$ cat config.mk
export PLATFORM = sky130hd
export DESIGN_NAME = ps2_keyboard_rx
export DESIGN_NICKNAME = d
export VERILOG_FILES = /design/src/rtl/ps2_keyboard_rx.sv
export SDC_FILE = /design/constraint.sdc
export NUM_CORES = 1
export LEC_CHECK = 0
export ABC_AREA = 1
export ABC_CLOCK_PERIOD_IN_PS = 4000
export BUFFER_PORTS_ARGS = -buffer_cell sky130_fd_sc_hd__buf_2
export CORE_AREA = 2 2 108 110
export CTS_CLUSTER_SIZE = 16
export DETAILED_ROUTE_END_ITERATION = 8
export DIE_AREA = 0 0 110 112
export PLACE_DENSITY = 0.71
export SLEW_MARGIN = 20
export SYNTH_ARGS = -nofsm -noshare
export SYNTH_HDL_FRONTEND = slang
export SYNTH_SLANG_ARGS = --single-unit
$ cat constraint.sdc
create_clock -name clk -period 4 [get_ports clk]
set_clock_uncertainty 0.15 [all_clocks]
set_input_delay 0.6 -clock clk [delete_from_list [all_inputs] [get_ports clk]]
set_output_delay 0.6 -clock clk [all_outputs]
set_load 0.02 [all_outputs]
$ cat src/rtl/ps2_keyboard_rx.sv
`default_nettype none
// ============================================================================
// Module   : ps2_keyboard_rx
// Brief    : PS/2 keyboard receiver: glitch filter, frame checks, E0/F0 prefix
//            folding and a show-ahead output FIFO.
// Revision : 1.0 - initial release
// ============================================================================
module ps2_keyboard_rx #(
  parameter int FILTER_LEN = 8,
  parameter int TIMEOUT    = 50000,
  parameter int DEPTH      = 8
) (
  input  logic       clk,
  input  logic       rst,
  input  logic       ps2d,
  input  logic       ps2c,
  input  logic       EN,
  input  logic       rd,
  output logic [7:0] code,
  output logic       brk,
  output logic       ext,
  output logic       valid,
  output logic       full,
  output logic       overflow,
  output logic       parity_err,
  output logic       frame_err
);

  localparam int c_ADDR_W = (DEPTH > 1) ? $clog2(DEPTH) : 1;
  localparam int c_CNT_W  = c_ADDR_W + 1;
  localparam int c_FILT_W = $clog2(FILTER_LEN + 1);
  localparam int c_TO_W   = $clog2(TIMEOUT + 1);

  typedef enum logic [1:0] {
    S_IDLE   = 2'd0,
    S_DATA   = 2'd1,
    S_PARITY = 2'd2,
    S_STOP   = 2'd3
  } state_t;

  // --------------------------------------------------------------------------
  // Input conditioning
  // --------------------------------------------------------------------------
  logic [1:0]          r_ps2c_sync;
  logic [1:0]          r_ps2d_sync;
  logic                r_ps2c_filt;
  logic [c_FILT_W-1:0] r_filt_cnt;
  logic                r_fall_tick;
  logic                w_ps2c_s;
  logic                w_ps2d_s;

  assign w_ps2c_s = r_ps2c_sync[1];
  assign w_ps2d_s = r_ps2d_sync[1];

  always_ff @(posedge clk or negedge rst) begin
    if (!rst) begin
      r_ps2c_sync <= 2'b11;
      r_ps2d_sync <= 2'b11;
    end else begin
      r_ps2c_sync <= {r_ps2c_sync[0], ps2c};
      r_ps2d_sync <= {r_ps2d_sync[0], ps2d};
    end
  end

  // The filtered level flips only after FILTER_LEN consecutive differing samples.
  always_ff @(posedge clk or negedge rst) begin
    if (!rst) begin
      r_ps2c_filt <= 1'b1;
      r_filt_cnt  <= '0;
      r_fall_tick <= 1'b0;
    end else begin
      r_fall_tick <= 1'b0;
      if (w_ps2c_s == r_ps2c_filt) begin
        r_filt_cnt <= '0;
      end else if (r_filt_cnt == c_FILT_W'(FILTER_LEN - 1)) begin
        r_filt_cnt  <= '0;
        r_ps2c_filt <= w_ps2c_s;
        r_fall_tick <= ~w_ps2c_s;
      end else begin
        r_filt_cnt <= r_filt_cnt + 1'b1;
      end
    end
  end

  // --------------------------------------------------------------------------
  // Frame FSM, timeout and prefix decoder
  // --------------------------------------------------------------------------
  state_t            r_state;
  logic [2:0]        r_bit_cnt;
  logic [7:0]        r_shift;
  logic              r_parity;
  logic [c_TO_W-1:0] r_to_cnt;
  logic              r_pend_ext;
  logic              r_pend_brk;
  logic              r_parity_err;
  logic              r_frame_err;

  logic w_stop_tick;
  logic w_odd_ok;
  logic w_byte_ok;
  logic w_is_prefix;
  logic w_push;
  logic w_timeout;

  assign w_stop_tick = r_fall_tick && (r_state == S_STOP);
  assign w_odd_ok    = ^{r_shift, r_parity};
  assign w_byte_ok   = w_stop_tick && w_ps2d_s && w_odd_ok;
  assign w_is_prefix = (r_shift == 8'hE0) || (r_shift == 8'hF0);
  assign w_push      = EN && w_byte_ok && !w_is_prefix;
  assign w_timeout   = (r_state != S_IDLE) && !r_fall_tick &&
                       (r_to_cnt == c_TO_W'(TIMEOUT - 1));

  always_ff @(posedge clk or negedge rst) begin
    if (!rst) begin
      r_state      <= S_IDLE;
      r_bit_cnt    <= 3'd0;
      r_shift      <= 8'h00;
      r_parity     <= 1'b0;
      r_to_cnt     <= '0;
      r_pend_ext   <= 1'b0;
      r_pend_brk   <= 1'b0;
      r_parity_err <= 1'b0;
      r_frame_err  <= 1'b0;
    end else begin
      r_parity_err <= 1'b0;
      r_frame_err  <= 1'b0;
      if (!EN) begin
        r_state    <= S_IDLE;
        r_to_cnt   <= '0;
        r_pend_ext <= 1'b0;
        r_pend_brk <= 1'b0;
      end else begin
        if ((r_state == S_IDLE) || r_fall_tick) begin
          r_to_cnt <= '0;
        end else begin
          r_to_cnt <= r_to_cnt + 1'b1;
        end

        if (w_timeout) begin
          r_state     <= S_IDLE;
          r_frame_err <= 1'b1;
          r_pend_ext  <= 1'b0;
          r_pend_brk  <= 1'b0;
        end else if (r_fall_tick) begin
          case (r_state)
            S_IDLE: begin
              if (!w_ps2d_s) begin
                r_state   <= S_DATA;
                r_bit_cnt <= 3'd0;
              end
            end
            S_DATA: begin
              r_shift   <= {w_ps2d_s, r_shift[7:1]};
              r_bit_cnt <= r_bit_cnt + 1'b1;
              if (r_bit_cnt == 3'd7) begin
                r_state <= S_PARITY;
              end
            end
            S_PARITY: begin
              r_parity <= w_ps2d_s;
              r_state  <= S_STOP;
            end
            S_STOP: begin
              r_state <= S_IDLE;
              // A bad stop bit masks any parity failure.
              if (!w_ps2d_s) begin
                r_frame_err <= 1'b1;
                r_pend_ext  <= 1'b0;
                r_pend_brk  <= 1'b0;
              end else if (!w_odd_ok) begin
                r_parity_err <= 1'b1;
                r_pend_ext   <= 1'b0;
                r_pend_brk   <= 1'b0;
              end else if (r_shift == 8'hE0) begin
                r_pend_ext <= 1'b1;
              end else if (r_shift == 8'hF0) begin
                r_pend_brk <= 1'b1;
              end else begin
                r_pend_ext <= 1'b0;
                r_pend_brk <= 1'b0;
              end
            end
            default: r_state <= S_IDLE;
          endcase
        end
      end
    end
  end

  // --------------------------------------------------------------------------
  // Show-ahead FIFO: entry = {ext, brk, code}
  // --------------------------------------------------------------------------
  logic [9:0]          r_mem [DEPTH];
  logic [c_ADDR_W-1:0] r_wr_ptr;
  logic [c_ADDR_W-1:0] r_rd_ptr;
  logic [c_CNT_W-1:0]  r_count;
  logic [c_CNT_W-1:0]  w_count_nxt;
  logic                r_valid;
  logic                r_full;
  logic                r_overflow;
  logic                w_pop;
  logic                w_wr;
  logic                w_drop;
  logic [9:0]          w_head;

  assign w_pop  = rd && r_valid;
  assign w_wr   = w_push && (!r_full || w_pop);
  assign w_drop = w_push && r_full && !w_pop;

  always_comb begin
    w_count_nxt = r_count;
    case ({w_wr, w_pop})
      2'b10:   w_count_nxt = r_count + 1'b1;
      2'b01:   w_count_nxt = r_count - 1'b1;
      default: w_count_nxt = r_count;
    endcase
  end

  always_ff @(posedge clk) begin
    if (w_wr) begin
      r_mem[r_wr_ptr] <= {r_pend_ext, r_pend_brk, r_shift};
    end
  end

  always_ff @(posedge clk or negedge rst) begin
    if (!rst) begin
      r_wr_ptr   <= '0;
      r_rd_ptr   <= '0;
      r_count    <= '0;
      r_valid    <= 1'b0;
      r_full     <= 1'b0;
      r_overflow <= 1'b0;
    end else begin
      if (w_wr) begin
        r_wr_ptr <= r_wr_ptr + 1'b1;
      end
      if (w_pop) begin
        r_rd_ptr <= r_rd_ptr + 1'b1;
      end
      r_count <= w_count_nxt;
      r_valid <= (w_count_nxt != '0);
      r_full  <= (w_count_nxt == c_CNT_W'(DEPTH));
      if (w_drop) begin
        r_overflow <= 1'b1;
      end else if (w_pop && r_overflow) begin
        r_overflow <= 1'b0;
      end
    end
  end

  // Memory is not reset, so the head is masked while the FIFO is empty.
  assign w_head     = r_mem[r_rd_ptr];
  assign code       = r_valid ? w_head[7:0] : 8'h00;
  assign brk        = r_valid & w_head[8];
  assign ext        = r_valid & w_head[9];
  assign valid      = r_valid;
  assign full       = r_full;
  assign overflow   = r_overflow;
  assign parity_err = r_parity_err;
  assign frame_err  = r_frame_err;

endmodule
`default_nettype wire
Word-level counts from Yosys, hierarchy flattened. Memory sizes are Yosys's and may differ from the RTL's. Cells that the tools add are included.

Memories kept: 1. Output and inout bits: 15. Logic and storage cells: 131. RAM bits: 80. Flip-flop bits (word level): 57. Bits of input ports: 6.

Bitwise logic cells: 5. Mux-type cells: 47. $add $sub $neg: 7. Equal/unequal tests: 19. Reduce and logical (&&, ||, !) cells: 32.

Memories: r_mem (depth 8, bits a word 10, rd ports 1, clocked after memory_dff 0, write ports 1, RTL line 193) `logic [9:0] r_mem [DEPTH];`.

Operators by type and width (count): 2-to-1 mux 1 bit (33); 2-to-1 mux 16 bit (2); adder 16 x 1 -> 16 bit (second input constant) (1); == test 16 bit (second input constant) (1); == test 8 bit (second input constant) (2); logical AND 1 bit (12); 2-to-1 mux 2 bit (5); adder 3 x 1 -> 3 bit (second input constant) (3); AND reduction 3 bit (3); XOR reduction 9 bit (1); adder 4 x 1 -> 4 bit (second input constant) (2); 2-to-1 mux 4 bit (2); 2-to-1 mux 8 bit (1); inequality test 4 bit (second input constant) (2); case mux 2 bit (4 select lines) (1); case mux 4 bit (2 select lines) (1); AND reduction 4 bit (2); == test 2 bit (second input constant) (3); inequality test 3 x 1 -> 1 bit (second input constant) (2); inequality test 6 bit (second input constant) (1); case mux 3 bit (2 select lines) (1); nonzero test 2 bit (3); inequality test 5 bit (second input constant) (1); AND reduction 5 bit (1); other kinds (15) (24).

Longest topological paths before layout. Gate-level depths: netlist of run 1.

Depth after elaboration: 10. Mapped depth: 20. Gate-level depth less buffers: 20.

Worst setup path after synthesis of run 1. OpenSTA, ideal clock, no wires.

Path type: register to register. Start: reg r_shift[5]. End: reg r_full (netlist: full). Period minus slack after synthesis: 2711 ps. Path buffers: 0. Setup slack: 1289 ps. Stages on the path, launching flop included: 21. Arrival time: 2447 ps. Cells stage by stage: dfrtp_1 > nor2_2 > inv_1 > nand2_1 > nand2_1 > nand2_1 > nand2_2 > nand2_1 > nand2_2 > nand2_4 > nand3_4 > ha_1 > xor2_1 > ha_1 > a21oi_1 > xor2_1 > nand2_1 > o21ai_0 > inv_1 > nand2_1 > nor2_2.

Word-level cells in the longest chain between the ends: 8. Elaborated cells between the ends (all ways): 13. Classes of those cells: eq/ne: 5; mux: 1; reduce/logical: 7.

Ends and longest elaborated chain: start: declaration (RTL line 90) `logic [7:0] r_shift;`; start signal: assignment (RTL line 153) `r_shift <= {w_ps2d_s, r_shift[7:1]};`; == test 8 bit / XOR reduction 9 bit (equally long branches) (RTL line 108, 106); logical OR 1 bit / logical AND 1 bit (equally long branches) (RTL line 108, 107); logical NOT 1 bit / logical AND 1 bit (equally long branches) (RTL line 109) `assign w_push = EN && w_byte_ok && !w_is_prefix;`; logical AND 1 bit (*) (RTL line 109); logical AND 1 bit (*) (RTL line 207) `assign w_wr = w_push && (!r_full || w_pop);`; == test 2 x 1 -> 1 bit / == test 2 bit (equally long branches) (RTL line 212) `case ({w_wr, w_pop})`; case mux 4 bit (2 select lines) (*) (RTL line 212); net w_count_nxt[2] (RTL line 197) `logic [c_CNT_W-1:0] w_count_nxt;`; == test 4 bit (*) (RTL line 242) `r_full <= (w_count_nxt == c_CNT_W'(DEPTH));`; end signal: assignment (RTL line 242); end: declaration (RTL line 199) `logic r_full;`.

The timed path passes the listed nets; every way through them passes the cells marked *. A chain may end at the register's enable or synchronous reset.

Worst setup path in the final report of run 1.
Start: reg r_rd_ptr[0]. End: out code[5].

Word-level cells in the longest chain between the ends: 2.

Ends and longest elaborated chain: start: declaration (RTL line 195) `logic [c_ADDR_W-1:0] r_rd_ptr;`; start signal: assignment (RTL line 238) `r_rd_ptr <= r_rd_ptr + 1'b1;`; memory (8 x 10 bit); 2-to-1 mux 8 bit (RTL line 253) `assign code = r_valid ? w_head[7:0] : 8'h00;`; end: declaration (RTL line 19) `output logic [7:0] code,`.

No other way between the ends.

==> results of run 1 <==
-- logic make-up after synthesis --
family | after synthesis | synth area share
fa+ha+maj | 13 | 0.0269
mux | 1 | 0.00166
compound gates | 116 | 0.103
xor+xnor | 11 | 0.0172
flops | 137 | 0.635
simple gates | 237 | 0.175
buf+inv | 65 | 0.0417
-- registers in the layout, indices dropped and copies added, names as in the netlist, 2 cells and up --
name / flops
r_state: 2
r_count: 4
r_bit_cnt: 3
r_mem: 80
r_wr_ptr: 3
r_to_cnt: 16
r_ps2c_sync: 2
r_rd_ptr: 3
r_filt_cnt: 4
r_shift: 8
r_ps2d_sync: 2
-- area by class of cell --
cell class	instances	area share
Sequential cell	137	0.556
Multi-Input combinational cell	378	0.283
Clock buffer	17	0.0617
Timing Repair Buffer	32	0.0276
Inverter	48	0.0261
Tap cell	143	0.0260
Clock inverter	15	0.0192
-- power by group --
group / internal, W / switching [W] / total (W)
sequential: 0.00157 / 0.0000658 / 0.00164
clock: 0.000813 / 0.000633 / 0.00145
combinational: 0.000340 / 0.000726 / 0.00107
total: 0.00273 / 0.00142 / 0.00415
-- stage by stage --
step	cell area, um^2	instances	utilization	setup WS (ns)	hold slack, ns
2_1_floorplan	6040	580	-	1.29	0.154
3_3_place_gp	6330	738	0.567	1.11	0.196
3_5_place_dp	6330	738	0.567	0.983	0.197
4_1_cts	6890	770	0.617	0.751	0.121
5_1_grt	6890	770	0.617	0.592	0.119
6_report	6890	770	0.617	0.759	0.131
-- placed cells by master, fill, tap and decap left out, drive strengths merged --
master,instances
nand2,98
nor2,95
edfxtp,80
o21ai,77
inv,55
dfrtp,52
buf,32
nand3,22
clkbuf,17
nor3,14
a21oi,13
ha,13
a31oi,11
o22ai,10
xor2,6
xnor2,5
clkinv,5
dfstp,5
nand4,5
clkinvlp,3
o21a,2
a21boi,2
mux2i,1
or2,1
nor3b,1
o2111ai,1
nor4,1
-- final timing paths --
path	from	endpoint	slack [ns]	depth (start not counted)
max in group asynchronous	rst	r_ps2d_sync[0]	2.70	2
worst min register to register	r_ps2d_sync[0]	r_ps2d_sync[1]	0.21	0
min in group asynchronous	rst	r_to_cnt[15]	0.16	1
worst max-delay path	r_rd_ptr[0]	code[5]	0.76	7
worst max register to register	r_shift[1]	full	0.93	19
worst min-delay path	ps2c	r_ps2c_sync[0]	0.13	1
-- metal layers --
| layer | vias up | global-route usage | routed length (um) |
|---|---|---|---|
| met3 | 20 | 0.0480 | 490 |
| met1 | 1953 | 0.278 | 5470 |
| met4 | 0 | 0.0954 | 226 |
| met2 | 91 | 0.313 | 5410 |
| li1 | 2051 | - | - |
| met5 | - | 0 | 0 |
-- worst max-delay path, cell delays in order (launching register included) --
cell	delay [ns]
dfrtp_1	0.37
inv_1	0.69
buf_4	0.29
o21ai_0	0.08
o22ai_1	0.15
o21ai_0	0.09
a31oi_1	0.20
buf_2	0.20
==> summary.md, run 1 <==
| Metric | Value |
|---|---|
| Critical path class | `reg -> out` |
| Initial DRC count | `about 280` |
| Overall routing resource usage | `0.205` |
| Combined area of the multi-input logic cells | `1950 um^2` |
| CTS root buf | `clkbuf_16` |
| Cell variety after synth | `37` |
| DRC | `0` |
| Most used DFF post-synth | `edfxtp_1` |
| Pwr Total | `0.00415 W` |
| CTS tree | `yes` |
| Most frequent cells after synthesis | `93 x nand2_1, 89 x nor2_1, 80 x edfxtp_1, 70 x o21ai_0, 52 x dfrtp_1` |
| Vias in the first global route | `3971` |
| Clock sinks | `137` |
| Final HPWL DP | `7440 um` |
| Max-slew violation count | `0` |
| CP max FO | `33` |
| Mapped Avg Cell Area | `10.4 um^2` |
| Routed len/inst | `15.1 um` |
| Synth area leaders | `edfxtp_1 40%, dfrtp_1 22%, o21ai_0 5.8%, nand2_1 5.8%, nor2_1 5.5%` |
| FMAX | `~300 MHz` |
| Placer Congestion | `0.847` |
| Slew @ Worst Pin | `0.951 ns` |
| Vias | `4115` |
| CP Launch Type | `register` |
| Starting Density | `0.540` |
| Die Y | `112 um` |
| Most numerous cell in the Yosys netlist | `nand2_1` |
| FF/Latch Area | `3830 um^2` |
| # Post-CTS Setup Buffers | `0` |
| Arr. time, crit path | `about 2.5 ns` |
| Site Rows | `39` |
| Avg Vias per Cell | `5.34` |
| H-tree depth | `4` |
| WP data required | `3.25 ns` |
| Synth warn | `0` |
| Synth Net Count | `599` |
| Number of synthesized flops with an enable pin | `80` |
| Number of max-cap violations | `0` |
| Clock Tree Buf Depth | `2` |
| Top cell type by total area after synthesis | `edfxtp_1` |
| Layout cells sized above 1 | `0.148` |
| Die area | `12300 um^2` |
| P&R area growth vs syn | `14.2%` |
| Drt total wl | `11600 um` |
| Fin. Hold Viols | `0` |
| Top cell type's share of synthesized area | `0.398` |
| Peak VDD IR | `0.324 mV` |
| Hold-fix buffers, CTS | `0` |
| # IOs | `21` |
| RSZ-0062 raised after global routing | `false` |
| First-pass GRT wire length | `around 19000 um` |
| Hold Path Class | `in -> reg` |
| CTS clk-pin slew, worst paths | `0.06 ns` |
| Mapped cell area | `6040 um^2` |
| Post-DRT Antenna Nets | `0` |
| Register bit count reported by yosys | `approximately 140` |
| Slew HR | `0.365` |
| Post-synth ARST share | `0.416` |
| Width of the die | `110 um` |
| # setup viols final | `0` |
| Critical Path End Type | `output port` |
| Syn Inst Count | `just under 600` |
| Setup TNS | `0 ns` |
| PwrDens | `602 nW/um^2` |
| Worst-Skew Late Latency | `0.42 ns` |
| Pre-antenna DRT Iters | `5` |
| Final worst path period share | `0.810` |
| Initial antenna violation count | `0` |
| Remaining Overflow, GRT | `0` |
| Largest net degree at the start of global routing | `42` |
| N_diodes | `0` |
| Post_cts resized | `0` |
| Tmin final | `3.24 ns` |
| Fin nets | `approximately 630` |
| Leak Pwr | `2.62 nW` |
| Register area share after synthesis | `0.635` |
| Core Region | `around 11000 um^2` |
| Port Buf Inserts | `20` |
| CTS Buf Count | `17` |
| Status | `finished clean` |
| FILL cells | `850` |
Note: power is estimated with default switching activity, not from simulation.
==> inputs of run 2 (changes only) <==
--- a/config.mk
+++ b/config.mk
@@ -5,13 +5,13 @@
 export SDC_FILE = /design/constraint.sdc
 export NUM_CORES = 1
 export LEC_CHECK = 0
-export ABC_AREA = 1
-export ABC_CLOCK_PERIOD_IN_PS = 4000
+export ABC_AREA = 0
+export ABC_CLOCK_PERIOD_IN_PS = 3000
 export BUFFER_PORTS_ARGS = -buffer_cell sky130_fd_sc_hd__buf_2
-export CORE_AREA = 2 2 108 110
+export CORE_AREA = 2 2 106 108
 export CTS_CLUSTER_SIZE = 16
 export DETAILED_ROUTE_END_ITERATION = 8
-export DIE_AREA = 0 0 110 112
+export DIE_AREA = 0 0 108 110
 export PLACE_DENSITY = 0.71
 export SLEW_MARGIN = 20
 export SYNTH_ARGS = -nofsm -noshare
==> constraint.sdc (replaced) <==
create_clock -name clk -period 3 [get_ports clk]
set_clock_uncertainty 0.15 [all_clocks]
set_input_delay 0.45 -clock clk [delete_from_list [all_inputs] [get_ports clk]]
set_output_delay 0.45 -clock clk [all_outputs]
set_load 0.02 [all_outputs]
==> run 2 against run 1 <==
The flow now finishes with violations (setup timing). Synthesized cell count shrank 34%. Utilization grew 4.9 points. Highest routed layer unchanged. First-iteration DRC count shrank 41%. Cell count shrank 21%. Register-to-register slack lost 1.1 ns. Wire length shrank 8.3%. Critical endpoint is now valid.
==> summary.md, run 2 <==
| Metric | Value |
|---|---|
| Register bit count reported by yosys | `about 140` |
| RSZ-0062 raised after global routing | `true` |
| FMAX | `316 MHz` |
| Die Y | `~110 um` |
| Worst Reg-to-Reg Cells | `12` |
| Arr. time, crit path | `roughly 3.4 ns` |
| Leak Pwr | `a little under 3 nW` |
| Placer Congestion | `0.880` |
| Synth area leaders | `edfxtp_1 41%, dfrtp_1 22%, mux4_2 7.7%, ha_1 2.8%, dfstp_2 2.3%` |
| P&R area growth vs syn | `22.2%` |
| N_diodes | `0` |
| Core Region | `roughly 11000 um^2` |
| Fin nets | `475` |
| Site Rows | `38` |
| Avg Vias per Cell | `around 5.5` |
| CP top delay family | `XOR/XNOR gates` |
| # IOs | `21` |
| Status | `complete, but fails checks` |
| Final worst path period share | `1.05` |
| P_int | `0.00364 W` |
| Hold Path Class | `in -> reg` |
| Drt total wl | `roughly 11000 um` |
| Setup WS pre-CTS | `-0.183 ns` |
| Slew @ Worst Pin | `0.725 ns` |
| CTS tree | `yes` |
| Largest stage delay on the critical path | `0.50 ns` |
| Top cell type by total area after synthesis | `edfxtp_1` |
| Cell variety after synth | `44` |
| Number of synthesized flops with an enable pin | `80` |
| Most flop-heavy register | `r_mem` |
| Final Util | `0.666` |
| Top cell type's share of synthesized area | `0.412` |
| Fin. Hold Viols | `0` |
| Die area | `11900 um^2` |
| Critical Path End Type | `register` |
| Worst path slowest cell | `or4b_1` |
| Synth warn | `0` |
| Number of max-cap violations | `0` |
| Hold wc startpoint | `rd` |
| Clock Power Share | `0.525` |
| Layout cells sized above 1 | `0.294` |
| PwrDens | `622 nW/um^2` |
| Tmin final | `3.16 ns` |
| Initial antenna violation count | `0` |
| FILL cells | `approximately 750` |
| DRC | `0` |
| Commonest non-fill, non-tap cells in the layout | `80 x edfxtp_1, 49 x dfrtp_1, 36 x buf_4` |
| Post-DRT Antenna Nets | `0` |
| Hold path cells | `3` |
| Sequential Power Share | `0.458` |
| Vias in the first global route | `3369` |
| CTS root buf | `clkbuf_8` |
| Hold Path Sink | `r_rd_ptr[0]` |
| Logic pwr share | `0.017` |
| Reg2Reg Setup Slack | `-0.16 ns` |
| Synth Net Count | `404` |
| H-tree depth | `4` |
| Overall routing resource usage | `0.200` |
| Most frequent cells after synthesis | `80 x edfxtp_1, 52 x dfrtp_1, 31 x nor2_1, 20 x mux4_2, 20 x nand2_1` |
| Largest net degree at the start of global routing | `29` |
| CP bufs+invs | `0` |
| Post-synth ARST share | `0.416` |
| R2R Path Start | `r_shift[5]` |
| CP most frequent cell | `xor2_1` |
| Syn Inst Count | `just under 400` |
| Placed Area | `6340 um^2` |
| PnR worst setup slack | `-0.163 ns` |
| Most used DFF post-synth | `edfxtp_1` |
| Violated checks | `setup timing` |
| Clock Tree Buf Depth | `2` |
| Routed len/inst | `17.5 um` |
| CTS Buf Count | `17` |
| Port Buf Inserts | `20` |
| Max-slew violation count | `0` |
| Worst-Skew Late Latency | `0.51 ns` |
| WP data required | `3.23 ns` |
| CTS clk-pin slew, worst paths | `0.06 ns` |
| Largest regs | `r_mem (80), r_to_cnt (16), r_shift (8)` |
| Commonest non-fill, non-tap cell in the layout | `edfxtp_1` |
| Critical path class | `reg -> reg` |
| CP max FO | `2` |
| Pwr Total | `0.00443 W` |
| Final HPWL DP | `6830 um` |
| Slew HR | `0.517` |
| Largest register FFs | `80` |
| Starting Density | `0.545` |
| Register area share after synthesis | `0.658` |
| Reg-to-Reg End | `valid` |
| Sw Pwr | `0.000795 W` |
| Mapped cell area | `5830 um^2` |
| Width of the die | `108 um` |
| Peak VDD IR | `0.359 mV` |
| Mapped Avg Cell Area | `15.1 um^2` |
| Initial DRC count | `163` |
| CP Launch Type | `register` |
| Pre-antenna DRT Iters | `4` |
| CP cell instances | `xnor2_2 > xnor3_1 > xnor2_2 > nand3_2 > ha_4 > xor2_1 > ha_2 > a21oi_2 > xor2_1 > nor2_1 > xor2_1 > or4b_1` |
| Vias | `~3400` |
| Remaining Overflow, GRT | `0` |
| First-pass GRT wire length | `17400 um` |
| Switch share | `0.179` |
| Clock sinks | `137` |
| Finished layout cell area | `7120 um^2` |
| Most numerous cell in the Yosys netlist | `edfxtp_1` |
| # setup viols final | `2` |
-- run 2: cell count changes in the layout (fill, tap and decap cells not counted), sizes merged, moves of 11 or more --
| cell | delta |
|---|---|
| mux4 | +20 |
| nor2 | -63 |
| mux2 | +11 |
| nor2b | +11 |
| nand2 | -78 |
| o21ai | -67 |
| buf | +26 |
| xnor2 | +12 |
| inv | -47 |
-- run 2: timing repair --
| action | in CTS | in global routing |
|---|---|---|
| endpoints found under the hold margin | 26 | 0 |
| pin swaps | 2 | 6 |
| gates cloned | 0 | 0 |
| gates resized for setup | 5 | 5 |
| hold buffers | 3 | 0 |
| setup endpoints to repair | 2 | 5 |
| setup buffers | 1 | 4 |
-- run 2: worst max path at each step --
| stage | slack (ns) | start | cells after the start | end |
|---|---|---|---|---|
| floorplan | -0.25 | r_shift[5] | 12 | valid |
| global placement | -0.06 | r_shift[5] | 12 | valid |
| detailed placement | -0.18 | r_shift[5] | 11 | valid |
| CTS | -0.20 | r_shift[2] | 12 | valid |
| global route | -0.30 | r_shift[5] | 12 | valid |
| finish | -0.16 | r_shift[5] | 12 | valid |
-- run 2: worst register-to-register path, stage by stage, from the launching register on --
cell     delay, ns
dfrtp_2       0.43
xnor2_2       0.16
xnor3_1       0.45
xnor2_2       0.20
nand3_2       0.14
ha_4          0.19
xor2_1        0.15
ha_2          0.18
a21oi_2       0.11
xor2_1        0.15
nor2_1        0.07
xor2_1        0.16
or4b_1        0.50
-- run 2: logic make-up (layout without fill, tap and decap cells) --
| logic type | after synthesis | count (layout) | synth area share |
|---|---|---|---|
| buffers and inverters | 17 | 101 | 0.0129 |
| adder cells (fa/ha/maj) | 13 | 13 | 0.0279 |
| multiplexers | 42 | 42 | 0.117 |
| AND/OR/NAND/NOR | 118 | 118 | 0.106 |
| flip-flops | 137 | 137 | 0.658 |
| AO/OA/AOI/OAI | 29 | 29 | 0.0298 |
| XOR/XNOR | 29 | 29 | 0.0485 |
-- run 2: power by group through the flow --
| stage | combinational (W) | clock [W] | sequential [W] |
|---|---|---|---|
| global route | 0.0000892 | 0.00245 | 0.00203 |
| detailed placement | 0.0000722 | 0 | 0.00207 |
| CTS | 0.0000761 | 0.00236 | 0.00203 |
| global placement | 0.0000704 | 0 | 0.00206 |
| finish | 0.0000740 | 0.00233 | 0.00203 |
| floorplan | 0.0000436 | 0 | 0.00206 |
-- run 2: metal layers --
| metal | global-route usage | vias to the layer above | wire length [um] |
|---|---|---|---|
| li1 | - | 1592 | - |
| met1 | 0.258 | 1680 | 4700 |
| met2 | 0.335 | 85 | 5370 |
| met3 | 0.0511 | 16 | 423 |
| met4 | 0.0659 | 0 | 139 |
| met5 | 0 | - | 0 |
-- run 2: metrics by stage --
| stage | hold slack [ns] | setup TNS (ns) | cells |
|---|---|---|---|
| finish | 0.162 | -0.217 | 609 |
| global route | 0.167 | -0.501 | 609 |
| CTS | 0.146 | -0.261 | 606 |
| detailed placement | 0.197 | -0.183 | 570 |
| global placement | 0.197 | -0.0625 | 570 |
| floorplan | 0.00441 | -0.251 | 385 |
-- run 2: layout make-up --
cell class	count	area, um^2	share of cell area
tap	140	175	0.0246
clock buffer	18	418	0.0587
timing repair buffer	61	423	0.0594
clock inverter	14	251	0.0353
sequential	137	3840	0.539
multi-input combinational	231	1990	0.279
inverter	8	30.0	0.00422
